**config.mk**
```make
export PLATFORM = sky130hd
export DESIGN_NAME = decade_timer_ctrl
export DESIGN_NICKNAME = d
export VERILOG_FILES = /design/src/rtl/decade_timer_ctrl.sv
export SDC_FILE = /design/constraint.sdc
export NUM_CORES = 1
export LEC_CHECK = 0
export ABC_CLOCK_PERIOD_IN_PS = 3200
export CAP_MARGIN = 20
export CORE_ASPECT_RATIO = 1.4
export CORE_MARGIN = 5
export CORE_UTILIZATION = 30
export DETAILED_ROUTE_END_ITERATION = 10
export PLACE_DENSITY = 0.55
export SETUP_SLACK_MARGIN = 0.2
export SYNTH_ARGS = -nofsm -noshare
export SYNTH_HDL_FRONTEND = slang
export SYNTH_SLANG_ARGS = --single-unit
```
**constraint.sdc**
```tcl
create_clock -name clk -period 3.2 [get_ports clk]
set_input_delay 0.96 -clock clk [delete_from_list [all_inputs] [get_ports clk]]
set_output_delay 0.96 -clock clk [all_outputs]
set_load 0.02 [all_outputs]
```
**src/rtl/decade_timer_ctrl.sv**
```systemverilog
// decade_timer_ctrl: BCD up/down timer sequencer.
// A prescaler divides clk into count steps. A start/stop/clear/load FSM
// controls a chain of DIGITS decade counters with ripple carry/borrow.
// Terminal count is all-9s counting up, or all-0s counting down.
// Optional lap capture register is built when TIMER_LAP_EN is defined.
module decade_timer_ctrl #(
  parameter int DIGITS   = 4,
  parameter int TICK_DIV = 5
) (
  input  logic                clk,
  input  logic                reset,
  input  logic                start,
  input  logic                stop,
  input  logic                clear,
  input  logic                load,
  input  logic                d,
  input  logic [4*DIGITS-1:0] load_val,
`ifdef TIMER_LAP_EN
  input  logic                lap,
  output logic [4*DIGITS-1:0] lap_count,
`endif
  output logic [4*DIGITS-1:0] count,
  output logic [1:0]          state,
  output logic                busy,
  output logic                done
);

  localparam int W  = 4 * DIGITS;
  localparam int PW = (TICK_DIV > 1) ? $clog2(TICK_DIV) : 1;
  localparam logic [PW-1:0] PMAX = PW'(TICK_DIV - 1);
  localparam logic [W-1:0]  ALL9 = {DIGITS{4'h9}};
  localparam logic [W-1:0]  ZERO = '0;

  typedef enum logic [1:0] {
    IDLE  = 2'b00,
    RUN   = 2'b01,
    PAUSE = 2'b10,
    DONE  = 2'b11
  } state_e;

  state_e         state_q;
  state_e         state_n;
  logic [W-1:0]   count_q;
  logic [PW-1:0]  presc_q;
  logic           dir_q;
  logic           done_q;

  logic           tick;
  logic           load_en;
  logic           start_en;
  logic           step_en;
  logic           terminal;
  logic [W-1:0]   step_val;
  logic [W-1:0]   load_clamped;
  logic [W-1:0]   wrap_val;

  // One BCD step of the whole chain: ripple carry (up) or borrow (down).
  function automatic logic [W-1:0] bcd_step(input logic [W-1:0] v, input logic down);
    logic [W-1:0] r;
    logic         c;
    logic [3:0]   dg;
    r = v;
    c = 1'b1;
    for (int i = 0; i < DIGITS; i++) begin
      dg = v[4*i +: 4];
      if (c) begin
        if (down) begin
          if (dg == 4'd0) begin
            dg = 4'd9;
          end else begin
            dg = dg - 4'd1;
            c  = 1'b0;
          end
        end else begin
          if (dg == 4'd9) begin
            dg = 4'd0;
          end else begin
            dg = dg + 4'd1;
            c  = 1'b0;
          end
        end
      end
      r[4*i +: 4] = dg;
    end
    return r;
  endfunction

  // Any preset digit above 9 is forced to 9 so the count stays valid BCD.
  function automatic logic [W-1:0] bcd_clamp(input logic [W-1:0] v);
    logic [W-1:0] r;
    r = v;
    for (int i = 0; i < DIGITS; i++) begin
      if (v[4*i +: 4] > 4'd9) begin
        r[4*i +: 4] = 4'd9;
      end
    end
    return r;
  endfunction

  assign tick         = (presc_q == PMAX);
  assign step_val     = bcd_step(count_q, dir_q);
  assign load_clamped = bcd_clamp(load_val);

  // Command decode: load is dead in RUN, stop beats start, load beats both.
  always_comb begin
    load_en  = load && (state_q != RUN);
    start_en = start && !stop && !load_en && (state_q != RUN);
    step_en  = (state_q == RUN) && !stop && tick;
    terminal = step_en && (dir_q ? (step_val == ZERO) : (step_val == ALL9));
    wrap_val = count_q;
    if (!d && (count_q == ALL9)) begin
      wrap_val = ZERO;
    end else if (d && (count_q == ZERO)) begin
      wrap_val = ALL9;
    end
  end

  // FSM state register.
  always_ff @(posedge clk) begin
    if (reset) begin
      state_q <= IDLE;
    end else begin
      state_q <= state_n;
    end
  end

  // FSM next-state logic; clear overrides every other command.
  always_comb begin
    state_n = state_q;
    if (clear) begin
      state_n = IDLE;
    end else begin
      case (state_q)
        IDLE:    if (start_en) state_n = RUN;
        RUN: begin
          if (stop) begin
            state_n = PAUSE;
          end else if (terminal) begin
            state_n = DONE;
          end
        end
        PAUSE:   if (start_en) state_n = RUN;
        DONE:    if (start_en) state_n = RUN;
        default: state_n = IDLE;
      endcase
    end
  end

  // FSM outputs.
  always_comb begin
    busy  = (state_q == RUN);
    state = state_q;
  end

  // Count, prescaler, direction and done-pulse registers.
  always_ff @(posedge clk) begin
    if (reset) begin
      count_q <= '0;
      presc_q <= '0;
      dir_q   <= 1'b0;
      done_q  <= 1'b0;
    end else if (clear) begin
      count_q <= '0;
      presc_q <= '0;
      done_q  <= 1'b0;
    end else begin
      done_q <= 1'b0;
      if (state_q == RUN) begin
        if (!stop) begin
          if (tick) begin
            presc_q <= '0;
            count_q <= step_val;
            done_q  <= terminal;
          end else begin
            presc_q <= presc_q + PW'(1);
          end
        end
      end else if (load_en) begin
        count_q <= load_clamped;
      end else if (start_en) begin
        dir_q <= d;
        if (state_q == IDLE) begin
          presc_q <= '0;
        end else if (state_q == DONE) begin
          presc_q <= '0;
          count_q <= wrap_val;
        end
      end
    end
  end

`ifdef TIMER_LAP_EN
  // Lap snapshot of the running count.
  always_ff @(posedge clk) begin
    if (reset || clear) begin
      lap_count <= '0;
    end else if ((state_q == RUN) && lap) begin
      lap_count <= count_q;
    end
  end
`endif

  assign count = count_q;
  assign done  = done_q;

endmodule

```
# Yosys cells after proc, flatten, opt, wreduce, memory -nomap -nowiden
# Cells that the tools add are included.
# totals
regBits	23
inputBits	23
output_inout_bits	20
word_cells	121
# classes
addsub	9
magnitude_cmp	4
n_eq_ne	17
muxes	51
bitwise	4
n_reduce_logical	31
# op_table
operator	n
$mux 16	9
$mux 4	19
$eq 16x16->1 const B	2
$logic_not 16->1	2
$mux 3	7
$add 4x1->4 const B	4
$eq 4x4->1 const B	4
$gt 4x4->1 const B	4
$logic_not 4->1	4
$sub 4x1->4 const B	4
$mux 1	12
$logic_and 1x1->1	9
$reduce_bool 3->1	3
$reduce_and 4->1	2
$mux 2	3
$ne 2x1->1 const B	3
$reduce_and 6->1	1
$reduce_or 5->1	1
$eq 2x2->1 const B	2
$ne 2x2->1 const B	2
$not 1->1	4
$pmux 2 s2	1
$reduce_bool 4->1	1
$add 3x1->3 const B	1
other kinds (10)	12

# Logic depth before layout (Yosys ltp)
# Gate-level depths: netlist (run 1).
# depth
ltp_word	12
mapped_depth	10
depth_no_buf	7

# Least setup slack after synthesis (run 1)
# Ideal clock, no wire load.
# synth_timing
path_kind	input port to flip-flop
startpoint	input port d
endpoint	register count_q[0], in the netlist count[0]
setup_time_ns	0.071
arrival_ns	2.440
t_required_ns	3.129
slack_ns	0.690
path_stages	8
n_path_buf	2
cell_sequence	nand2b_1 > or4_1 > a21oi_1 > o21a_1 > buf_2 > buf_2 > o2111ai_1 > a21oi_1
# synth_via
elab_chain_cells	8
word_cells_on_any_way	11
classes_between	mux: 6; reduce/logical: 5
# synth_rtl
element	line	source
start: declaration	16	input logic d,
$logic_not 1->1	111	if (!d && (count_q == ALL9)) begin
$logic_and 1x1->1	111	
$mux 16	111	
$mux 16	184	end else if (state_q == DONE) begin
$mux 16	182	if (state_q == IDLE) begin
$mux 16	180	end else if (start_en) begin
$mux 16	178	end else if (load_en) begin
$mux 16	168	if (state_q == RUN) begin
end signal: assignment	172	count_q <= step_val;
end signal: assignment	179	count_q <= load_clamped;
end signal: assignment	186	count_q <= wrap_val;
end: declaration	43	logic [W-1:0] count_q;
# Several ways; a longest one is shown, not always the timed one. The select of a mux whose other input is x is not followed.
# A chain may end at the register's enable or synchronous reset.

# Worst setup path after layout (run 1)
# Ends and elaborated chain as after synthesis.

==> run_results.csv, run 1 <==
group,metric,value,unit
outcome,outcome,"finished, final reports clean",
logic_synthesis,synth_area,2290,sq um
floorplanning,die_w,83.9,um
placed_design,io_buffers,42,
critical_path,crit_fanout,12,
clock_network,cts_tree,"built",
clock_network,numCtsBuffers,3,
final_layout,antenna_cells,0,
run,maxCapViolations,0,
pwr,combPwrFrac,27.0,%
logic_synthesis,synthTopCellsByCount,"nor2_1, nand2_1, o21ai_0",
placed_design,dpl.hpwl,5500,um
sta,clock-skew-final,0.00429,ns
pwr,p_leak,0.919,nW
pwr,p_seq_share,45.2,%
pwr,power_frac_clock,27.8,%
logic_synthesis,seq_area_frac_synth,20.1,%
clock_network,postCtsSetupRepairBufs,0,
pwr,max-vdd-ir-drop,0.165,mV
placed_design,place_area,2810,sq um
clock_network,clk_latency,0.27,ns
final_layout,layout-drive-gt1-share,8.84,%
critical_path,cp.depth,8,
clock_network,path_clk_slew,0.09,ns
global_routing,gr-usage-all-layers,15.5,%
critical_path,cp-start-kind,"input pin",
logic_synthesis,synthCells,330,
routing,num_vias,2617,
clock_network,htree_levels,1,
sta,slew_headroom,46.2,%
critical_path,reg2reg_slack,0.45,ns
final_layout,final_area,2860,sq um
clock_network,clkSinkCount,23,
clock_network,cts_hold_buf,0,
critical_path,cp.arrival,2.95,ns
logic_synthesis,synth_top_area_share,20.1,%
floorplanning,dieArea,9510,sq um
clock_network,cts_resized,0,
global_routing,grt-ovfl-total,0,
critical_path,r2r-end,"state[1]",
clock_network,cts-root-buf,"clkbuf_8",
logic_synthesis,yosysTopAreaCell,"dfxtp_1",
routing,drt-wirelength-per-cell,16.1,um
logic_synthesis,ys_types,64,
global_routing,grt_pass1_vias,2579,
logic_synthesis,synth_async_sr_flop_share,0,%
routing,remaining_drc_errors,0,
routing,drtIter0Drc,161,
sta,period_needed,2.80,ns
routing,first_pass_iters,4,
logic_synthesis,synth_area_leaders,"dfxtp_1, nor2_1, o21ai_0",
routing,ant_nets,0,
sta,timing.fmax,358,MHz
pwr,power_switching,0.224,mW
critical_path,critPathLaunch,"d",
critical_path,cpLargestDelayFamily,"simple AND/OR/NAND/NOR gates",
logic_synthesis,avgSynthCellArea,6.94,sq um
sta,slew_viol_final,0,
worst_hold_path,hold_class,"register to register",
critical_path,critical_path_buf_inv_count,2,
critical_path,slowest_delay,0.55,ns
sta,setup_tns,0,ns
routing,vias_per_cell,5.70,
floorplanning,dieHeight,113,um
floorplanning,floorplan.rows,37,
sta,rsz0062_at_grt,"false",
sta,setup_ws,0.404,ns
critical_path,required,3.35,ns
critical_path,cp-end-kind,"register",
floorplanning,design.core.area,7410,sq um
critical_path,slowest_stage,"or4_1",
clock_network,clk_path_buf_depth,2,
critical_path,worstPathCellList,"clkdlybuf4s50_1 > nand2b_1 > or4_1 > a21oi_1 > o21a_1 > buf_4 > mux2i_1 > a21oi_1",
critical_path,crit_type,"input pin to register",
critical_path,cp_common_cell,"a21oi_1",
logic_synthesis,syn-num-nets,355,
placed_design,dp_slack,0.150,ns
floorplanning,pin_count,43,
sta,setup_violations,0,
global_routing,grt_pass1_wl,12400,um
sta,period_share,87.4,%
global_routing,antenna_found_initial,0,
pwr,powerDensity,244,nW/um^2
logic_synthesis,synth-edff-count,0,
pwr,switching_share,32.2,%
logic_synthesis,ys_warn_count,0,
logic_synthesis,synth.most_common_cell,"nor2_1",
global_routing,grt_max_degree,19,
critical_path,crit_end,"count[0]",
routing,wirelength,7400,um
sta,tightest_slew,0.799,ns
critical_path,reg2reg_depth,7,
final_layout,area_growth,24.8,%
critical_path,r2r_start,"dir_q",
final_layout,nets,388,
final_layout,final_core_utilization,38.6,%
pwr,intPower,0.472,mW
placed_design,gp_congestion,0.858,
logic_synthesis,ys_dominant_reg_cell,"dfxtp_1",
floorplanning,initial_utilization,30.9,%
logic_synthesis,ys_seq_elements,23,
sta,hold_violations,0,
worst min-delay path by stage:
stage                          start    endpoint  slack [ns]  cells past startpoint
after global placement    presc_q[2]  presc_q[2]        0.51                      2
after floorplan           presc_q[2]  presc_q[2]        0.48                      2
final                     presc_q[2]  presc_q[2]        0.55                      2
after CTS                 presc_q[2]  presc_q[2]        0.54                      2
after detailed placement  presc_q[2]  presc_q[2]        0.52                      2
after global routing      presc_q[2]  presc_q[2]        0.57                      2
registers in the layout (all words and copies together) (netlist names):
register  count
count        16
presc_q       3
state         2
dir_q         1
done          1
cell usage in the layout, fill, tap and decap left out, types with 3 or more instances in the layout:
cell             count
clkdlybuf4s50_1     42
nor2_1              37
nand2_1             26
o21ai_0             25
a21oi_1             23
dfxtp_1             22
buf_4               15
inv_1               12
nor3_1               9
nand3_1              9
nor2b_1              9
a31oi_1              7
a211oi_1             7
nand2b_1             6
nor3b_1              6
nor4_1               5
a22oi_1              5
nand3b_1             5
o22ai_1              5
o21a_1               4
o31ai_1              4
mux2i_1              4
o2111ai_1            4
or2_2                3
a21o_1               3
o21ai_1              3
o221a_2              3
and2_1               3
clkbuf_8             3
tightest hold or removal path, delay by kind of cell, from the launching register on:
kind           cells  cell delay, ns
flip-flops         1            0.36
AO/OA/AOI/OAI      2            0.15
metal layers:
metal	part of all wire (%)	wire [um]	GRT usage, %	vias up
li1	-	-	-	1295
met1	43	3180	18.4	1242
met2	50	3710	28.7	69
met3	5.0	370	2.10	11
met4	1.9	138	4.72	0
met5	0	0	0	-
cells by family (layout without fill, tap and decap cells):
family,count (synthesis),in the layout,share of synthesized area (%)
flip-flops,23,23,20.1
multiplexers,6,6,2.73
adder cells (fa/ha/maj),3,3,1.53
AND/OR/NAND/NOR,136,136,31.6
AO/OA/AOI/OAI,116,116,34.6
buffers and inverters,42,74,7.92
XOR/XNOR,4,4,1.53
power by group through the flow:
stage	Combinational, mW	Sequential (mW)	Clock, mW
3_5_place_dp	0.187	0.321	0
3_3_place_gp	0.186	0.321	0
2_1_floorplan	0.110	0.317	0
5_1_grt	0.206	0.318	0.210
6_report	0.188	0.315	0.194
4_1_cts	0.188	0.315	0.197
area by class of cell:
type                    instances  area (sq um)
repair buffers                 57           533
clock buffers                   4          45.0
well taps                      97           121
fillers                       804          4550
inverters                      13          48.8
multi-input cells             265          1650
flip-flops and latches         23           462
through the flow:
| stage | hold slack [ns] | std cells | power, mW |
|---|---|---|---|
| 6_report | 0.550 | 459 | 0.697 |
| 3_5_place_dp | 0.522 | 455 | 0.509 |
| 5_1_grt | 0.573 | 459 | 0.734 |
| 3_3_place_gp | 0.509 | 455 | 0.507 |
| 2_1_floorplan | 0.484 | 330 | 0.427 |
| 4_1_cts | 0.537 | 459 | 0.700 |
No activity file was read; power rests on OpenSTA's default activity.
==> inputs of run 2 (changes only) <==
- SLEW_MARGIN: not set -> 40
==> run_results.csv, run 2 (synthesized netlist as in run 1, its figures left out) <==
group,metric,value,unit
outcome,outcome,"finished, final reports clean",
critical_path,required,3.35,ns
sta,rsz0062_at_grt,"false",
sta,hold_violations,0,
sta,slew_viol_final,0,
critical_path,reg2reg_depth,7,
global_routing,grt_pass1_wl,12400,um
critical_path,crit_fanout,12,
floorplanning,design.core.area,7410,sq um
critical_path,r2r-end,"state[1]",
clock_network,cts_hold_buf,0,
routing,num_vias,2604,
global_routing,grt_pass1_vias,2579,
critical_path,crit_end,"count[0]",
pwr,p_leak,0.920,nW
final_layout,layout_commonest_cell,"clkdlybuf4s50_1",
clock_network,htree_levels,1,
floorplanning,initial_utilization,30.9,%
routing,vias_per_cell,5.67,
final_layout,final_area,2870,sq um
final_layout,multi_input_area,1660,sq um
global_routing,grt-ovfl-total,0,
final_layout,antenna_cells,0,
sta,timing.fmax,357,MHz
run,maxCapViolations,0,
critical_path,cp-start-kind,"input pin",
clock_network,cts-root-buf,"clkbuf_8",
placed_design,io_buffers,42,
routing,drtIter0Drc,181,
pwr,powerDensity,242,nW/um^2
routing,remaining_drc_errors,0,
floorplanning,dieArea,9510,sq um
final_layout,area_growth,25.1,%
clock_network,postCtsSetupRepairBufs,0,
pwr,design_power_total,0.694,mW
global_routing,antenna_found_initial,0,
critical_path,cp.arrival,2.94,ns
final_layout,largest_register_ff_count,16,
final_layout,layout_common_cells,"clkdlybuf4s50_1, nor2_1, nand2_1",
sta,period_share,87.4,%
final_layout,fillers,807,
sta,clock-skew-final,0.00521,ns
placed_design,dpl.hpwl,5500,um
floorplanning,die_w,83.9,um
clock_network,clkSinkCount,23,
final_layout,nets,388,
sta,tightest_slew,0.716,ns
final_layout,layout-drive-gt1-share,9.12,%
critical_path,critPathLaunch,"d",
sta,setup_violations,0,
clock_network,clk_path_buf_depth,2,
global_routing,grt_max_degree,19,
floorplanning,dieHeight,113,um
routing,drt-wirelength-per-cell,16.1,um
critical_path,cp-end-kind,"register",
clock_network,path_clk_slew,0.09,ns
routing,wirelength,7370,um
sta,period_needed,2.80,ns
placed_design,place_area,2810,sq um
clock_network,numCtsBuffers,3,
final_layout,layout.area.seq,462,sq um
global_routing,gr-usage-all-layers,15.5,%
sta,setup_tns,0,ns
routing,ant_nets,0,
clock_network,cts_tree,"built",
floorplanning,floorplan.rows,37,
floorplanning,pin_count,43,
pwr,max-vdd-ir-drop,0.165,mV
clock_network,clk_latency,0.27,ns
critical_path,reg2reg_slack,0.45,ns
sta,slew_headroom,50.9,%
critical_path,crit_type,"input pin to register",
routing,first_pass_iters,4,
worst_hold_path,hold_class,"register to register",
placed_design,gp_congestion,0.858,
critical_path,r2r_start,"dir_q",
-- run 2: critical path, cell delays in order --
cell             delay, ns
clkdlybuf4s50_1       0.48
nand2b_1              0.17
or4_1                 0.55
a21oi_1               0.16
o21a_1                0.15
buf_4                 0.19
mux2i_1               0.20
a21oi_1               0.08
-- run 2: layer usage --
metal	wire length, um	vias to the layer above	global-route usage [%]
met5	0	-	0
met2	3710	79	28.7
met4	140	0	4.72
met3	431	11	2.10
met1	3090	1220	18.4
li1	-	1294	-
-- run 2: worst min-delay path by stage --
| stage | from | endpoint | slack [ns] | depth (start not counted) |
|---|---|---|---|---|
| final | presc_q[2] | presc_q[2] | 0.55 | 2 |
| after global routing | presc_q[2] | presc_q[2] | 0.57 | 2 |
| after CTS | presc_q[2] | presc_q[2] | 0.54 | 2 |
| after detailed placement | presc_q[2] | presc_q[2] | 0.52 | 2 |
| after global placement | presc_q[2] | presc_q[2] | 0.51 | 2 |
| after floorplan | presc_q[2] | presc_q[2] | 0.48 | 2 |
-- run 2: power breakdown --
part | switching, mW | internal (mW) | total, mW
Combinational | 0.0992 | 0.0894 | 0.189
Sequential | 0.0210 | 0.294 | 0.315
Clock | 0.101 | 0.0891 | 0.190
-- run 2: metrics by stage --
step / hold slack [ns] / utilization, % / std cells / worst slack, ns
6_report: 0.548 / 38.7 / 459 / 0.403
5_1_grt: 0.573 / 38.7 / 459 / 0.229
4_1_cts: 0.537 / 38.6 / 459 / 0.266
3_5_place_dp: 0.522 / 38.0 / 455 / 0.150
3_3_place_gp: 0.509 / 38.0 / 455 / 0.198
2_1_floorplan: 0.484 / - / 330 / 0.690
-- run 2: final cells by class --
class	count	share of cell area, %
multi-input combinational	265	57.8
timing repair buffer	57	18.6
sequential	23	16.1
tap	97	4.24
inverter	13	1.70
clock buffer	4	1.57
-- run 2: repair_timing --
item / CTS / global route
setup endpoints to repair: 0 / 2
resized for setup: 0 / 1
hold endpoints to repair: 0 / 0
==> inputs of run 3 (changes only) <==
- CORE_ASPECT_RATIO: 1.4 -> not set
==> run_results.csv, run 3 (synthesized netlist as in run 1, its figures left out) <==
group,metric,value,unit
global_routing,grt_pass1_vias,2387,
sta,setup_violations,0,
clock_network,cts_tree,"built",
final_layout,layout.area.seq,462,sq um
sta,tightest_slew,0.741,ns
critical_path,r2r-end,"state[1]",
final_layout,fillers,776,
floorplanning,dieArea,9480,sq um
critical_path,reg2reg_slack,0.45,ns
critical_path,critical_path_buf_inv_count,1,
final_layout,layout-drive-gt1-share,9.89,%
routing,drtIter0Drc,231,
critical_path,cp-end-kind,"primary output",
floorplanning,floorplan.rows,31,
sta,setup_tns,0,ns
clock_network,htree_levels,1,
routing,ant_nets,0,
global_routing,gr-usage-all-layers,15.2,%
global_routing,grt-ovfl-total,0,
final_layout,area_growth,26.4,%
critical_path,slowest_delay,0.81,ns
floorplanning,initial_utilization,31.3,%
critical_path,worstPathCellList,"clkdlybuf4s50_1",
sta,hold_violations,0,
clock_network,clk_latency,0.27,ns
placed_design,io_buffers,42,
placed_design,gp_congestion,0.815,
final_layout,nets,390,
sta,clock-skew-final,0.00502,ns
critical_path,r2r_start,"count[3]",
final_layout,multi_input_area,1650,sq um
floorplanning,pin_count,43,
clock_network,postCtsSetupRepairBufs,0,
pwr,max-vdd-ir-drop,0.195,mV
routing,drt-wirelength-per-cell,16.0,um
critical_path,crit_type,"register to primary output",
critical_path,crit_fanout,24,
placed_design,dp_slack,0.165,ns
sta,setup_ws,0.406,ns
worst_hold_path,hold_depth,2,
sta,slew_headroom,50.5,%
critical_path,slowest_stage,"dfxtp_1",
run,maxCapViolations,0,
clock_network,path_clk_slew,0.09,ns
clock_network,cts-root-buf,"clkbuf_8",
global_routing,grt_max_degree,27,
sta,holdWs,0.541,ns
critical_path,required,2.24,ns
routing,remaining_drc_errors,0,
final_layout,largest_register_ff_count,16,
clock_network,numCtsBuffers,3,
routing,wirelength,7390,um
clock_network,clkSinkCount,23,
routing,first_pass_iters,4,
worst_hold_path,holdPathEnd,"presc_q[2]",
sta,rsz0062_at_grt,"false",
global_routing,antenna_found_initial,0,
sta,period_share,87.3,%
clock_network,clk_path_buf_depth,2,
sta,timing.fmax,358,MHz
floorplanning,die_w,97.4,um
sta,slew_viol_final,0,
critical_path,cpLargestDelayFamily,"flip-flops",
final_layout,layout_commonest_cell,"clkdlybuf4s50_1",
critical_path,cp-start-kind,"register",
worst_hold_path,hold_start,"presc_q[2]",
critical_path,reg2reg_depth,7,
routing,vias_per_cell,5.53,
outcome,outcome,"finished, final reports clean",
final_layout,antenna_cells,0,
placed_design,dpl.hpwl,5430,um
floorplanning,dieHeight,97.4,um
floorplanning,design.core.area,7330,sq um
global_routing,grt_pass1_wl,12100,um
final_layout,final_core_utilization,39.5,%
worst_hold_path,hold_class,"register to register",
critical_path,cp.arrival,1.83,ns
pwr,powerDensity,243,nW/um^2
final_layout,layout_common_cells,"clkdlybuf4s50_1, nor2_1, nand2_1",
sta,period_needed,2.79,ns
pwr,p_leak,0.930,nW
routing,num_vias,2562,
## run 3: cell types whose count changed in the layout (fill, tap and decap cells not counted), sizes merged
cell / previous run / this run
buf: 15 / 17
clkbuf: 4 / 3
clkinvlp: 0 / 1
## run 3: metal layers
metal / wire length (um) / global-route usage, %
met1: 3540 / 21.4
met2: 3310 / 23.9
met3: 440 / 3.37
met4: 95 / 3.09
met5: 0 / 0
## run 3: power breakdown
part	switching, mW	internal [mW]	leakage (nW)
registers	0.0216	0.294	0.187
logic	0.0982	0.0929	0.721
clock network	0.108	0.0884	0.0217
## run 3: timing repair
item / in CTS / in global routing
hold buffers: 0 / 0
endpoints found under the setup margin: 0 / 2
hold endpoints to repair: 0 / 0
gates resized for setup: 0 / 2
## run 3: how the worst max path moves through the flow
stage,from,endpoint,slack (ns),cells after the start
2_1_floorplan,d,count[0],0.69,8
3_3_place_gp,d,count[0],0.17,8
3_5_place_dp,d,count[0],0.16,8
4_1_cts,dir_q,state[1],0.27,7
5_1_grt,count[3],state[1],0.22,7
6_report,count[12],count[12],0.41,1
## run 3: cell type report
cell class	instances	area share, %
Multi-Input combinational cell	265	57.1
Timing Repair Buffer	59	19.4
Sequential cell	23	15.9
Tap cell	99	4.28
Inverter	13	1.68
Clock buffer	3	1.43
Clock inverter	1	0.259
## run 3: per-stage QoR
step                area, sq um  cells  total power, mW
detailed placement         2840    459            0.512
global route               2900    463            0.746
global placement           2840    459            0.512
floorplan                  2290    330            0.427
CTS                        2890    463            0.709
finish                     2900    463            0.703
## run 3: worst reg2reg max path, stage by stage, from the launching register on
cell       delay [ns]
dfxtp_1          0.66
and4b_1          0.31
mux2i_2          0.16
o41a_1           0.47
a221o_1          0.33
a2111oi_2        0.29
o2111ai_1        0.25
a31oi_1          0.21
